**src/rtl/btn_debounce_pulse.sv**
```systemverilog
// Pushbutton conditioner: synchronizes a raw asynchronous input, qualifies it
// over STABLE_CYCLES consecutive samples, and emits a clean registered level,
// single-cycle rise/fall pulses and a wrap-around count of accepted presses.
module btn_debounce_pulse #(
  parameter int unsigned SYNC_STAGES   = 2,
  parameter int unsigned STABLE_CYCLES = 4,
  parameter int unsigned CNT_W         = 3,
  parameter int unsigned PRESS_W       = 2
) (
  input  logic               clk,
  input  logic               reset,
  input  logic               btn_in,
  output logic               btn_level,
  output logic               btn_rise,
  output logic               btn_fall,
  output logic [PRESS_W-1:0] press_count
);

  localparam logic [1:0] LOW_STABLE  = 2'd0;
  localparam logic [1:0] LOW_QUAL    = 2'd1;
  localparam logic [1:0] HIGH_STABLE = 2'd2;
  localparam logic [1:0] HIGH_QUAL   = 2'd3;

  localparam logic [CNT_W-1:0] CNT_LAST = CNT_W'(STABLE_CYCLES - 1);
  // With a single required sample the QUAL states are bypassed entirely.
  localparam bit SINGLE_SAMPLE = (STABLE_CYCLES == 1);

  logic [SYNC_STAGES-1:0] sync_chain;
  logic                   sync_q;

  logic [1:0]         state_q, state_d;
  logic [CNT_W-1:0]   cnt_q, cnt_d;
  logic               level_d, rise_d, fall_d;
  logic [PRESS_W-1:0] press_d;

  // Synchronizer chain: the only logic that touches btn_in.
  always_ff @(posedge clk) begin
    if (reset) begin
      sync_chain <= '0;
    end else begin
      sync_chain <= {sync_chain[SYNC_STAGES-2:0], btn_in};
    end
  end

  assign sync_q = sync_chain[SYNC_STAGES-1];

  // Qualification FSM next-state: a sample equal to the current level aborts QUAL.
  always_comb begin
    state_d = state_q;
    cnt_d   = cnt_q;
    level_d = btn_level;
    rise_d  = 1'b0;
    fall_d  = 1'b0;
    press_d = press_count;

    case (state_q)
      LOW_STABLE: begin
        cnt_d = '0;
        if (sync_q) begin
          if (SINGLE_SAMPLE) begin
            state_d = HIGH_STABLE;
            level_d = 1'b1;
            rise_d  = 1'b1;
            press_d = press_count + PRESS_W'(1);
          end else begin
            state_d = LOW_QUAL;
            cnt_d   = CNT_W'(1);
          end
        end
      end

      LOW_QUAL: begin
        if (!sync_q) begin
          state_d = LOW_STABLE;
          cnt_d   = '0;
        end else if (cnt_q == CNT_LAST) begin
          state_d = HIGH_STABLE;
          cnt_d   = '0;
          level_d = 1'b1;
          rise_d  = 1'b1;
          press_d = press_count + PRESS_W'(1);
        end else begin
          cnt_d = cnt_q + CNT_W'(1);
        end
      end

      HIGH_STABLE: begin
        cnt_d = '0;
        if (!sync_q) begin
          if (SINGLE_SAMPLE) begin
            state_d = LOW_STABLE;
            level_d = 1'b0;
            fall_d  = 1'b1;
          end else begin
            state_d = HIGH_QUAL;
            cnt_d   = CNT_W'(1);
          end
        end
      end

      HIGH_QUAL: begin
        if (sync_q) begin
          state_d = HIGH_STABLE;
          cnt_d   = '0;
        end else if (cnt_q == CNT_LAST) begin
          state_d = LOW_STABLE;
          cnt_d   = '0;
          level_d = 1'b0;
          fall_d  = 1'b1;
        end else begin
          cnt_d = cnt_q + CNT_W'(1);
        end
      end

      default: begin
        state_d = LOW_STABLE;
        cnt_d   = '0;
      end
    endcase
  end

  // State and registered outputs; reset wins over any pending acceptance.
  always_ff @(posedge clk) begin
    if (reset) begin
      state_q     <= LOW_STABLE;
      cnt_q       <= '0;
      btn_level   <= 1'b0;
      btn_rise    <= 1'b0;
      btn_fall    <= 1'b0;
      press_count <= '0;
    end else begin
      state_q     <= state_d;
      cnt_q       <= cnt_d;
      btn_level   <= level_d;
      btn_rise    <= rise_d;
      btn_fall    <= fall_d;
      press_count <= press_d;
    end
  end

endmodule

```
**config.mk**
```make
export PLATFORM = sky130hd
export DESIGN_NAME = btn_debounce_pulse
export DESIGN_NICKNAME = d
export VERILOG_FILES = /design/src/rtl/btn_debounce_pulse.sv
export SDC_FILE = /design/constraint.sdc
export NUM_CORES = 1
export LEC_CHECK = 0
export ABC_AREA = 1
export CORE_AREA = 5 5 42 44
export CTS_BUF_LIST = sky130_fd_sc_hd__clkbuf_16
export CTS_CLUSTER_DIAMETER = 30
export DETAILED_ROUTE_END_ITERATION = 12
export DIE_AREA = 0 0 47 49
export GPL_TIMING_DRIVEN = 0
export HOLD_SLACK_MARGIN = 0.12
export PLACE_DENSITY_LB_ADDON = 0.12
export SYNTH_ARGS = -nofsm -noshare
export SYNTH_HDL_FRONTEND = slang
export SYNTH_SLANG_ARGS = --single-unit
export TNS_END_PERCENT = 20
```
**constraint.sdc**
```tcl
create_clock -name clk -period 0.94 [get_ports clk]
set_input_delay 0.141 -clock clk [delete_from_list [all_inputs] [get_ports clk]]
set_output_delay 0.141 -clock clk [all_outputs]
set_load 0.05 [all_outputs]
```
==> results.cfg <==
[detailed_routing]
detailroute.via_count = 399
number_of_drc_markers_after_the_initial_detailed_route_iteration = 4
post_drt_wl_per_cell_microns = 9.467
drc = 0
ant_nets = 0
viasPerCell = 4.433
wl_microns = 852
first_pass_iters = 4

[worst_setup_path]
worst_r2r_path_depth = 6
crit_cells = 6
worstSetupEndpointType = flop
critPathMaxFanout = 5
cp_cell_sequence = ha_4 > nand2_4 > nor2_4 > inv_2 > o21ai_2 > nor2_1
critPathMaxStageDelay_ns = 0.34
start_kind = flop
critical_path.n_buffers_inverters = 1
type_of_the_worst_setup_path = flop to flop
timing.critical_path.required_ns = 1.07
cp_data_arrival_time_ns = 1.13
path_delay_family = flip-flops
crit_slowest_cell = dfxtp_2

[clock_network]
cts_max_level = 1
clk-insertion-delay-late_ns = 0.24
cts.sinks = 12
root_buffer_cell = clkbuf_16
clock_tree.buffer_depth = 2
tritoncts = done
post-cts-setup-buffers = 0
clock_transition_time_at_the_flip_flop_clock_pins_of_the_worst_setup_and_hold_paths_ns = 0.04
cts_made_buffers = 3

[sta]
worst_slew_margin_rel_pct = 79.69
worst-slew-pin-transition_ns = 0.3015
final-setup-viol-count = 3
fmax_mhz = 999.5
finalClockSkew_ns = 0.001232
setup_tns_ns = -0.1354
grt_setup_unrepaired = yes
layout_min_cycle_time_ns = 1.001
finalHoldWorstSlack_ns = 0.09184
final.setup.worst_slack_ns = -0.06052
final-max-slew-violation-count = 0
final.period_utilization_pct = 106.4
total_count_of_hold_check_failures_in_the_final_report = 0

[grt]
grt_util_met3_pct = 3.321
grt_first_pass_wirelength_microns = 1518
antenna_found_initial = 0
first_global_vias = 378
grt.met2_usage_pct = 13.12
grtUsageMet1_pct = 10.91
pin_count_of_the_biggest_net_entering_global_routing = 10
grt.overflow.total = 0
global_route_usage_over_all_layers_pct = 9.264
grt_max_usage_layer = met2

[floorplanning]
chip_height_microns = 49
count_of_pins_on_the_block_boundary = 8
dieArea_sq_mm = 0.002303
core_outline_area_sq_mm = 0.001401
die_w_microns = 47
initial_utilization_pct = 36.07
rows = 14

[final_layout]
finalCoreUtilization_pct = 48.93
num-fill-cells = 144
area_growth_syn_to_layout_pct = 35.64
layout_cells_sized_above_1_pct = 39.19
area.sequential_sq_um = 249.0
insertedDiodeCount = 0
post_layout_nonfiller_instances = 90
final_net_count = 80
multi_input_area_sq_um = 234.0

[pwr]
p_leak_nw = 0.2807
power_density_mw_per_mm2 = 1916
fin_total_pwr_w = 0.001314
ir_worst_vdd_mv = 1.147

[synthesis]
post_synth_inst_count = 65
synth_fp_nets = 69
synth.cell_area_sq_um = 505.5
synth_cell_type_count = 20
synth.yosys.warnings = 0
ys_seq_area_share_pct = 47.52
yosys_register_bits = 12
avgSynthCellArea_sq_um = 7.777

[placed_design]
gpl.final_weighted_congestion = 0.7094
place.port_buffers = 6
dp_hpwl_microns = 664
dp_cells = 87

[flow_run]
max_cap_viol_count = 0

[outcome]
outcome = complete, but fails checks
violations = negative setup slack

[min_path]
hold_path_class = input port to flop
hold-path-cell-count = 2
metrics by stage:
step           worst slack (ns)  area (sq um)
2_1_floorplan          -0.02675         525.5
3_3_place_gp            -0.3502         605.6
3_5_place_dp            -0.3491         605.6
4_1_cts                -0.07007         663.1
5_1_grt                 -0.1466         685.7
6_report               -0.06052         685.7
cells in the mapped netlist:
| master | n | area, sq um |
|---|---|---|
| a21oi_1 | 2 | 10.01 |
| a21oi_2 | 1 | 8.760 |
| buf_6 | 1 | 11.26 |
| clkinv_1 | 1 | 3.750 |
| dfxtp_1 | 12 | 240.2 |
| ha_1 | 1 | 12.51 |
| inv_1 | 7 | 26.28 |
| inv_2 | 3 | 11.26 |
| nand2_1 | 15 | 56.30 |
| nand2_4 | 1 | 11.26 |
| nand3_1 | 3 | 15.01 |
| nor2_1 | 9 | 33.78 |
| nor2_2 | 1 | 6.260 |
| nor2_4 | 1 | 11.26 |
| nor3_1 | 2 | 10.01 |
| nor3b_2 | 1 | 12.51 |
| nor4_1 | 1 | 6.260 |
| o21ai_0 | 1 | 5.000 |
| o21ai_1 | 1 | 5.000 |
| xor2_1 | 1 | 8.760 |
flip-flops by register name (all words and copies together), names as in the netlist, named ones only:
signal / flops
cnt_q: 3
press_count: 2
sync_chain: 2
btn_fall: 1
btn_level: 1
btn_rise: 1
state_q: 1
layer usage:
metal / vias to the layer above / part of all wire (%)
met5: - / 0
met3: 2 / 5.4
li1: 219 / -
met1: 171 / 48
met4: 0 / 2.8
met2: 7 / 43
path summary, 6_finish.rpt:
path | startpoint | end | slack [ns]
min | reset | press_count[1] | 0.09
min reg2reg | sync_chain[0] | sync_chain[1] | 0.39
max | cnt_q[0] | flop | -0.06
max reg2reg | cnt_q[0] | flop | -0.06
layout make-up:
cell class                      count  share of cell area (%)
Clock buffer                        3                   10.95
Timing Repair Buffer                6                   8.029
Tap cell                           16                   2.920
Inverter                           11                   6.022
Sequential cell                    12                   36.31
Multi-Input combinational cell     41                   34.12
Buffer                              1                   1.642
repair_timing:
| item | 4_1_cts | 5_1_grt |
|---|---|---|
| setup endpoints to repair | 12 | 12 |
| endpoints found under the hold margin | 7 | 7 |
| resized for setup | 28 | 10 |
| pin swaps | 2 | 1 |
cells by family (layout without fill, tap and decap cells):
family | count (synthesis) | after routing | share of synthesized area [%]
simple gates | 34 | 34 | 32.18
fa+ha+maj | 1 | 1 | 2.475
buf+inv | 12 | 21 | 10.40
flops | 12 | 12 | 47.52
xor+xnor | 1 | 1 | 1.733
compound gates | 5 | 5 | 5.692
where the power goes:
part / internal, W / switching, W
Combinational: 0.0000156 / 0.0000180
Sequential: 0.000519 / 0.00000587
Clock: 0.000552 / 0.000203
Total: 0.00109 / 0.000227
cell usage in the layout (no fill, tap or decap):
cell type,n
nand2_4,1
dfxtp_2,7
clkbuf_16,3
a21oi_1,2
nor2_4,1
clkdlybuf4s50_1,1
buf_4,1
nor4_1,1
clkinv_1,1
nand2_1,13
inv_2,4
a21oi_2,1
nor2_1,9
o21ai_0,1
buf_6,3
nand2_2,2
nor2_2,1
inv_1,6
ha_4,1
nand3_1,3
dfxtp_1,5
clkbuf_4,2
o21ai_2,1
nor3_1,2
xor2_1,1
nor3b_2,1
worst reg2reg max path: stages, from the launching register on:
cell and delay, ns:
dfxtp_2 0.34, ha_4 0.14, nand2_4 0.07, nor2_4 0.13, inv_2 0.06, o21ai_2 0.12, nor2_1 0.04
No activity file was read; power rests on OpenSTA's default activity.
